$ cat config.mk
export PLATFORM = sky130hd
export DESIGN_NAME = clut_fill_ctrl_flat
export DESIGN_NICKNAME = d
export VERILOG_FILES = /design/src/rtl/clut_fill_if.sv /design/src/rtl/clut_fill_ctrl.sv /design/src/flat_wrapper.sv
export SDC_FILE = /design/constraint.sdc
export NUM_CORES = 1
export LEC_CHECK = 0
export BUFFER_PORTS_ARGS = -buffer_cell sky130_fd_sc_hd__clkbuf_2
export CORE_AREA = 4 4 97 99
export DETAILED_ROUTE_END_ITERATION = 16
export DIE_AREA = 0 0 101 103
export PLACE_DENSITY = 0.74
export SLEW_MARGIN = 20
export SYNTH_ARGS = -nofsm -noshare
export SYNTH_HDL_FRONTEND = slang
export SYNTH_SLANG_ARGS = --single-unit
$ cat constraint.sdc
create_clock -name clk -period 1.95 [get_ports clk]
set_input_delay 0.0975 -clock clk [delete_from_list [all_inputs] [get_ports clk]]
set_output_delay 0.0975 -clock clk [all_outputs]
set_load 0.005 [all_outputs]
$ cat src/rtl/clut_fill_if.sv
// Bus bundle between the CLUT fill controller and its surroundings: texel lookup
// ports, VRAM burst read port and the cache write port.
interface clut_fill_if #(
  parameter int ADDR_W = 18
);
  logic [15:0]       i_clutId;
  logic              i_lookupVld1;
  logic [7:0]        i_readIdx1;
  logic              i_isHit1;
  logic              i_lookupVld2;
  logic [7:0]        i_readIdx2;
  logic              i_isHit2;
  logic              o_stall;
  logic              o_memReq;
  logic [ADDR_W-1:0] o_memAddr;
  logic              i_memAck;
  logic              i_memValid;
  logic [31:0]       i_memData;
  logic              o_write;
  logic [6:0]        o_writeIdx;
  logic [31:0]       o_colorIn;

  modport master (
    input  i_clutId, i_lookupVld1, i_readIdx1, i_isHit1,
           i_lookupVld2, i_readIdx2, i_isHit2,
           i_memAck, i_memValid, i_memData,
    output o_stall, o_memReq, o_memAddr, o_write, o_writeIdx, o_colorIn
  );

  modport slave (
    output i_clutId, i_lookupVld1, i_readIdx1, i_isHit1,
           i_lookupVld2, i_readIdx2, i_isHit2,
           i_memAck, i_memValid, i_memData,
    input  o_stall, o_memReq, o_memAddr, o_write, o_writeIdx, o_colorIn
  );
endinterface

$ cat src/rtl/clut_fill_ctrl.sv
// CLUT cache miss handler: detects a lookup miss, fetches the 16-colour block from
// VRAM as an 8-word burst and streams it into the cache, stalling the texel pipe.
module clut_fill_ctrl #(
  parameter int ADDR_W    = 18,
  parameter int BURST_LEN = 8
) (
  input  logic         clk,
  input  logic         i_rst,
  clut_fill_if.master  bus
);
  localparam int BEAT_W = $clog2(BURST_LEN);

  typedef enum logic [2:0] {S_IDLE, S_REQ, S_FILL, S_DONE, S_DRAIN} state_t;

  state_t              r_state, w_next;
  logic [3:0]          r_blk;
  logic [14:0]         r_clutId;
  logic [BEAT_W-1:0]   r_beat;
  logic                r_abort;
  logic [ADDR_W-1:0]   r_memAddr;
  logic                r_write;
  logic [6:0]          r_writeIdx;
  logic [31:0]         r_colorIn;

  logic                w_miss1, w_miss2, w_missAny, w_cidChg, w_lastBeat, w_beatIn;
  logic [3:0]          w_blkNext;
  logic [9:0]          w_col;
  logic                w_unused;

  assign w_miss1    = bus.i_lookupVld1 & ~bus.i_isHit1;
  assign w_miss2    = bus.i_lookupVld2 & ~bus.i_isHit2;
  assign w_missAny  = w_miss1 | w_miss2;
  assign w_blkNext  = w_miss1 ? bus.i_readIdx1[7:4] : bus.i_readIdx2[7:4];
  // 10-bit sum wraps the block column within the VRAM line
  assign w_col      = {bus.i_clutId[5:0], 4'b0} + {2'b0, w_blkNext, 4'b0};
  assign w_cidChg   = bus.i_clutId[14:0] != r_clutId;
  assign w_lastBeat = r_beat == BEAT_W'(BURST_LEN - 1);
  assign w_beatIn   = bus.i_memValid & w_lastBeat;
  assign w_unused   = ^{bus.i_clutId[15], bus.i_readIdx1[3:0], bus.i_readIdx2[3:0]};

  always_ff @(posedge clk or posedge i_rst) begin
    if (i_rst) r_state <= S_IDLE;
    else       r_state <= w_next;
  end

  always_comb begin
    w_next = r_state;
    case (r_state)
      S_IDLE:  if (w_missAny) w_next = S_REQ;
      S_REQ:   if (bus.i_memAck) w_next = (r_abort | w_cidChg) ? S_DRAIN : S_FILL;
      // a CLUT change on the final beat has nothing left to drain
      S_FILL:  if (w_cidChg)     w_next = w_beatIn ? S_IDLE : S_DRAIN;
               else if (w_beatIn) w_next = S_DONE;
      S_DONE:  w_next = S_IDLE;
      S_DRAIN: if (w_beatIn) w_next = S_IDLE;
      default: w_next = S_IDLE;
    endcase
  end

  always_comb begin
    bus.o_stall  = r_state != S_IDLE;
    bus.o_memReq = r_state == S_REQ;
  end

  always_ff @(posedge clk or posedge i_rst) begin
    if (i_rst) begin
      r_blk      <= '0;
      r_clutId   <= '0;
      r_beat     <= '0;
      r_abort    <= 1'b0;
      r_memAddr  <= '0;
      r_write    <= 1'b0;
      r_writeIdx <= '0;
      r_colorIn  <= '0;
    end else begin
      r_write <= 1'b0;
      case (r_state)
        S_IDLE: if (w_missAny) begin
          r_blk     <= w_blkNext;
          r_clutId  <= bus.i_clutId[14:0];
          r_memAddr <= ADDR_W'({bus.i_clutId[14:6], w_col[9:1]});
          r_abort   <= 1'b0;
        end
        S_REQ: begin
          if (w_cidChg)     r_abort <= 1'b1;
          if (bus.i_memAck) r_beat  <= '0;
        end
        S_FILL, S_DRAIN: if (bus.i_memValid) begin
          r_beat <= r_beat + 1'b1;
          if (r_state == S_FILL && !w_cidChg) begin
            r_write    <= 1'b1;
            r_writeIdx <= 7'({r_blk, r_beat});
            r_colorIn  <= bus.i_memData;
          end
        end
        default: ;
      endcase
    end
  end

  assign bus.o_memAddr  = r_memAddr;
  assign bus.o_write    = r_write;
  assign bus.o_writeIdx = r_writeIdx;
  assign bus.o_colorIn  = r_colorIn;
endmodule
$ cat src/flat_wrapper.sv
// flat-port wrapper written by rule: the top's interface ports become plain ports
module clut_fill_ctrl_flat 
#(
  parameter int ADDR_W    = 18,
  parameter int BURST_LEN = 8
)
  (clk, i_rst, bus_i_clutId, bus_i_lookupVld1, bus_i_readIdx1, bus_i_isHit1, bus_i_lookupVld2, bus_i_readIdx2, bus_i_isHit2, bus_i_memAck, bus_i_memValid, bus_i_memData, bus_o_stall, bus_o_memReq, bus_o_memAddr, bus_o_write, bus_o_writeIdx, bus_o_colorIn);
  clut_fill_if #(.ADDR_W(ADDR_W)) bus_i ();
  input  logic clk;
  input  logic i_rst;
  input wire logic [$bits(bus_i.i_clutId)-1:0] bus_i_clutId;
  input wire logic [$bits(bus_i.i_lookupVld1)-1:0] bus_i_lookupVld1;
  input wire logic [$bits(bus_i.i_readIdx1)-1:0] bus_i_readIdx1;
  input wire logic [$bits(bus_i.i_isHit1)-1:0] bus_i_isHit1;
  input wire logic [$bits(bus_i.i_lookupVld2)-1:0] bus_i_lookupVld2;
  input wire logic [$bits(bus_i.i_readIdx2)-1:0] bus_i_readIdx2;
  input wire logic [$bits(bus_i.i_isHit2)-1:0] bus_i_isHit2;
  input wire logic [$bits(bus_i.i_memAck)-1:0] bus_i_memAck;
  input wire logic [$bits(bus_i.i_memValid)-1:0] bus_i_memValid;
  input wire logic [$bits(bus_i.i_memData)-1:0] bus_i_memData;
  output wire logic [$bits(bus_i.o_stall)-1:0] bus_o_stall;
  output wire logic [$bits(bus_i.o_memReq)-1:0] bus_o_memReq;
  output wire logic [$bits(bus_i.o_memAddr)-1:0] bus_o_memAddr;
  output wire logic [$bits(bus_i.o_write)-1:0] bus_o_write;
  output wire logic [$bits(bus_i.o_writeIdx)-1:0] bus_o_writeIdx;
  output wire logic [$bits(bus_i.o_colorIn)-1:0] bus_o_colorIn;
  assign bus_i.i_clutId = bus_i_clutId;
  assign bus_i.i_lookupVld1 = bus_i_lookupVld1;
  assign bus_i.i_readIdx1 = bus_i_readIdx1;
  assign bus_i.i_isHit1 = bus_i_isHit1;
  assign bus_i.i_lookupVld2 = bus_i_lookupVld2;
  assign bus_i.i_readIdx2 = bus_i_readIdx2;
  assign bus_i.i_isHit2 = bus_i_isHit2;
  assign bus_i.i_memAck = bus_i_memAck;
  assign bus_i.i_memValid = bus_i_memValid;
  assign bus_i.i_memData = bus_i_memData;
  assign bus_o_stall = bus_i.o_stall;
  assign bus_o_memReq = bus_i.o_memReq;
  assign bus_o_memAddr = bus_i.o_memAddr;
  assign bus_o_write = bus_i.o_write;
  assign bus_o_writeIdx = bus_i.o_writeIdx;
  assign bus_o_colorIn = bus_i.o_colorIn;
  clut_fill_ctrl #(.ADDR_W(ADDR_W), .BURST_LEN(BURST_LEN)) u_core (.clk(clk), .i_rst(i_rst), .bus(bus_i));
endmodule
Word level (Yosys, flattened, before mapping)
Cells that the tools add are included.
Storage, ports and cells
  bits in registers: 84
  latch bits: 0
  RAM bits: 0
  bits in read-only memories: 0
  input port bits: 72
  output and inout port bits: 60
  memories: 0
Operators by class
  $add $sub $neg: 2
  multipliers: 0
  divide/modulo/power cells: 0
  $lt $le $gt $ge: 0
  eq/ne operators: 11
  shift operators: 0
  multiplexer cells: 18
  bitwise logic cells: 7
  reductions and logical operators: 12
Operator list (number)
  $mux 3: 9
  $ne 15x15->1: 1
  $pmux 3 s4: 1
  $add 10x8->10: 1
  $reduce_and 3->1: 3
  $eq 3x3->1 const B: 2
  $ne 2x1->1 const B: 3
  $pmux 3 s2: 1
  $mux 1: 5
  $mux 4: 1
  $ne 2x2->1 const B: 2
  $reduce_and 4->1: 1
  $reduce_bool 2->1: 2
  $add 3x1->3 const B: 1
  $and 1x1->1: 3
  $eq 3x1->1 const B: 1
  $eq 3x2->1 const B: 1
  $logic_not 3->1: 1
  $ne 3x1->1 const B: 1
  $reduce_bool 3->1: 1
  $not 1->1: 2
  $or 1x1->1: 2
  $pmux 1 s2: 1
  $reduce_and 2->1: 1
  3 further kinds: 3

Depth between registers and ports, before layout
  word-level depth: 6
  depth in mapped cells: 8

Least setup slack after synthesis
OpenSTA, ideal clock, no wires.
  path type: input-to-reg
  start: input bus_i_lookupVld1
  end: register u_core.r_memAddr[7] (netlist: u_core.bus.o_memAddr[7])
  arrival: 1.900 ns
  required time: 1.814 ns
  slack: -0.085 ns
  stages: 8
  path through: nor2b_1 > mux2_2 > ha_1 > fa_1 > a21o_1 > a21oi_1 > xor2_1 > o21ai_0
On the way
  cells in the longest elaborated chain, start to end: 3
Ends and longest elaborated chain
  from (decl): line flat_wrapper.sv:12  | input wire logic [$bits(bus_i.i_lookupVld1)-1:0] bus_i_lookupVld1;
  $and 1x1->1: line clut_fill_ctrl.sv:30  | assign w_miss1 = bus.i_lookupVld1 & ~bus.i_isHit1;
  $mux 4: line clut_fill_ctrl.sv:33  | assign w_blkNext = w_miss1 ? bus.i_readIdx1[7:4] : bus.i_readIdx2[7:4];
  named net u_core.w_blkNext[0]: line clut_fill_ctrl.sv:26  | logic [3:0] w_blkNext;
  $add 10x8->10: line clut_fill_ctrl.sv:35  | assign w_col = {bus.i_clutId[5:0], 4'b0} + {2'b0, w_blkNext, 4'b0};
  to (signal assigned): line clut_fill_ctrl.sv:81  | r_memAddr <= ADDR_W'({bus.i_clutId[14:6], w_col[9:1]});
  to (decl): line clut_fill_ctrl.sv:20  | logic [ADDR_W-1:0] r_memAddr;
The timed path passes the listed nets, and every way through them passes these cells.
A chain may end at the register's enable or synchronous reset.

==> metrics.yaml <==
logic_synthesis:
  synth_top_area_share_pct: 54.05
  synth.avg_cell_area_um2: 13.33
  yosysTopAreaCell: "dfrtp_1"
  ys.flop_type: "dfrtp_1"
  synth_area_leaders: "dfrtp_1, mux2_2, mux2_4"
  ys_types: 33
  synth_seq_area_share_pct: 54.05
  synth_area_um2: 3333
  yosysWarnings: 0
  synth_cells: 250
  synth_edf_count: 0
  synth_seq_cells: 72
  async_reset_ff_share_pct: 100.0
worst_setup_path:
  ff2ff_setup_slack_ns: 0.09
  crit_end: "u_core.bus.o_colorIn[24]"
  cp.required_ns: 2.16
  crit_path_start: "u_core.bus.o_memAddr[17]"
  r2r_cells: 7
  path_class: "flip-flop to flip-flop"
  rr_startpoint: "u_core.bus.o_memAddr[17]"
  timing.rr.end: "u_core.bus.o_colorIn[24]"
  worstPathMaxFanout: 10
  cp-end-kind: "flip-flop"
  crit_arrival_ns: 2.07
  cp-start-kind: "flip-flop"
cells_and_area:
  fin_nets: 485
  areaGrowthSynthToFinish_pct: 39.68
  mostFrequentLayoutCells: "clkbuf_2, dfrtp_1, mux2_2"
  layout_commonest_cell: "clkbuf_2"
  nFillCells: 718
  n_antenna_cell: 0
  drive_gt1_share_pct: 52.55
  instances_no_fill: 519
route:
  dr.pass1.iters: 5
  vias: 2456
  wl_um: 7930
  wl_per_cell_um: 15.28
  vias_per_cell: 4.732
  drtIter0Drc: 39
  wl_met1_um: 3380
  antenna_left: 0
  drc_errors: 0
  wl_met2_um: 3980
  routed.top_layer: "met4"
  wl_met3_um: 419
worst_hold_path:
  min_path_type: "input pin to flip-flop"
grt:
  grt_pass1_vias: 2556
  track_usage_pct: 14.80
  grt_pass1_wl_um: 11940
  overflow: 0
  antenna_found_initial: 0
  grt_max_degree: 50
sta:
  fin_skew_ns: 0.006842
  slew_headroom_pct: 66.00
  finalCritPeriodShare_pct: 95.41
  fmax_ghz: 0.5375
  rsz0062_at_grt: "true"
  fin_tns_setup_ns: 0
  slew_viol_final: 0
  hold_violations: 0
  tightest_slew_ns: 0.5093
  period_minus_slack_ns: 1.861
  setup_violations: 0
clock_tree:
  clockBufferDepth: 2
  cts_buffers: 9
  clkTransAtPathRegs_ns: 0.08
  clock_latency_ns: 0.33
  cts_max_level: 3
  cts_root_buf: "clkbuf_8"
  cts_tree: "yes"
  numClockSinks: 72
placement:
  numPlacedInstances: 466
  gp_congestion: 0.8191
  place_hpwl_um: 5403
  port_buffers: 119
floorplanning:
  num_rows: 34
  dieArea_um2: 10400
  ios: 132
  fp.dieH_um: 103
  die_w_um: 101
  core_um2: 8551
  initial_utilization_pct: 38.98
status:
  status: "finished clean"
run:
  cap_violations: 0
power_and_ir_drop:
  ir_worst_vdd_mv: 0.6692
  power_density_nw_per_um2: 995.3
  p_leak_nw: 2.431
power by group:
group / switching (W) / internal (W) / leakage [nW]
clock network: 0.000551 / 0.000754 / 0.106
logic: 0.000551 / 0.000740 / 1.38
registers: 0.000231 / 0.00181 / 0.946
worst min path at each step:
stage                                start                        to  slack, ns  cells past startpoint
after CTS                  bus_i_clutId[8]        u_core.r_clutId[8]      0.004                      2
after detailed placement             i_rst  u_core.bus.o_colorIn[20]       0.15                      2
after floorplan             bus_i_memValid          u_core.r_beat[0]       0.20                      1
after global routing      bus_i_clutId[10]       u_core.r_clutId[10]       0.02                      2
final                      bus_i_clutId[6]        u_core.r_clutId[6]       0.02                      2
after global placement               i_rst  u_core.bus.o_colorIn[20]       0.14                      2
what timing repair did:
item / in CTS / in global routing
endpoints found under the setup margin: 0 / 39
hold buffers: 32 / 0
hold endpoints to repair: 54 / 0
gates resized for setup: 0 / 2
buffers inserted: 0 / 2
stage by stage:
step                cell area, µm²  power (W)  hold slack, ns  utilization, %  setup WS, ns
detailed placement            4031   0.003305          0.1481           47.15       -0.1725
finish                        4656   0.004634         0.02119           54.45       0.08943
global route                  4656   0.004933         0.01609           54.45      -0.02779
global placement              4031   0.003260          0.1387           47.15      -0.04014
floorplan                     3343   0.002957          0.1990               -      0.008082
CTS                           4573   0.004688        0.003580           53.48       0.03977
Yosys cell counts, types with 2 or more instances:
cell type	number
clkbuf_1	3
mux2_2	54
buf_2	4
nor2_1	4
inv_1	5
mux2_4	10
a31oi_1	2
nand2_1	14
nor2b_1	4
nor3_1	2
a21o_1	3
dfrtp_1	72
xor2_1	5
xnor2_1	15
o21ai_0	9
nand3_1	2
ha_1	6
a21oi_1	5
nand4_1	5
buf_4	13
state kept, by name, indices dropped and copies added, names as in the netlist:
signal / flops
u_core.bus.o_colorIn: 32
u_core.r_beat: 3
u_core.r_abort: 1
u_core.r_blk: 4
u_core.r_clutId: 14
u_core.bus.o_writeIdx: 7
u_core.bus.o_write: 1
u_core.r_state: 3
u_core.bus.o_memAddr: 7
layer usage:
| metal | track usage, % | up-vias |
|---|---|---|
| met4 | 6.953 | 0 |
| met3 | 3.180 | 13 |
| met1 | 18.13 | 1201 |
| met5 | 0 | - |
| li1 | - | 1167 |
| met2 | 25.01 | 75 |
layout make-up:
| cell class | instances | area (µm²) | share of cell area [%] |
|---|---|---|---|
| sequential | 72 | 1802 | 38.70 |
| multi-input combinational | 154 | 1385 | 29.75 |
| timing repair buffer | 164 | 1094 | 23.49 |
| clock buffer | 11 | 141.4 | 3.037 |
| tap | 108 | 135.1 | 2.902 |
| clock inverter | 5 | 80.08 | 1.720 |
| inverter | 5 | 18.77 | 0.4031 |
cell families (layout without fill, tap and decap cells):
family | Yosys count | count (layout) | synth area share, %
AO/OA/AOI/OAI | 25 | 25 | 4.692
XOR/XNOR | 20 | 20 | 5.255
adder cells (fa/ha/maj) | 7 | 7 | 2.853
buffers and inverters | 26 | 185 | 4.767
flip-flops | 72 | 72 | 54.05
multiplexers | 64 | 64 | 22.75
other | 1 | 3 | 0.1125
AND/OR/NAND/NOR | 35 | 35 | 5.518
critical path: stages, from the launching register on:
cell	delay, ns
dfrtp_1	0.40
xnor2_1	0.19
nand4_1	0.18
nor4_4	0.21
nand4_1	0.15
buf_6	0.17
buf_12	0.15
mux2_4	0.30
(Power assumes the default switching activity.)
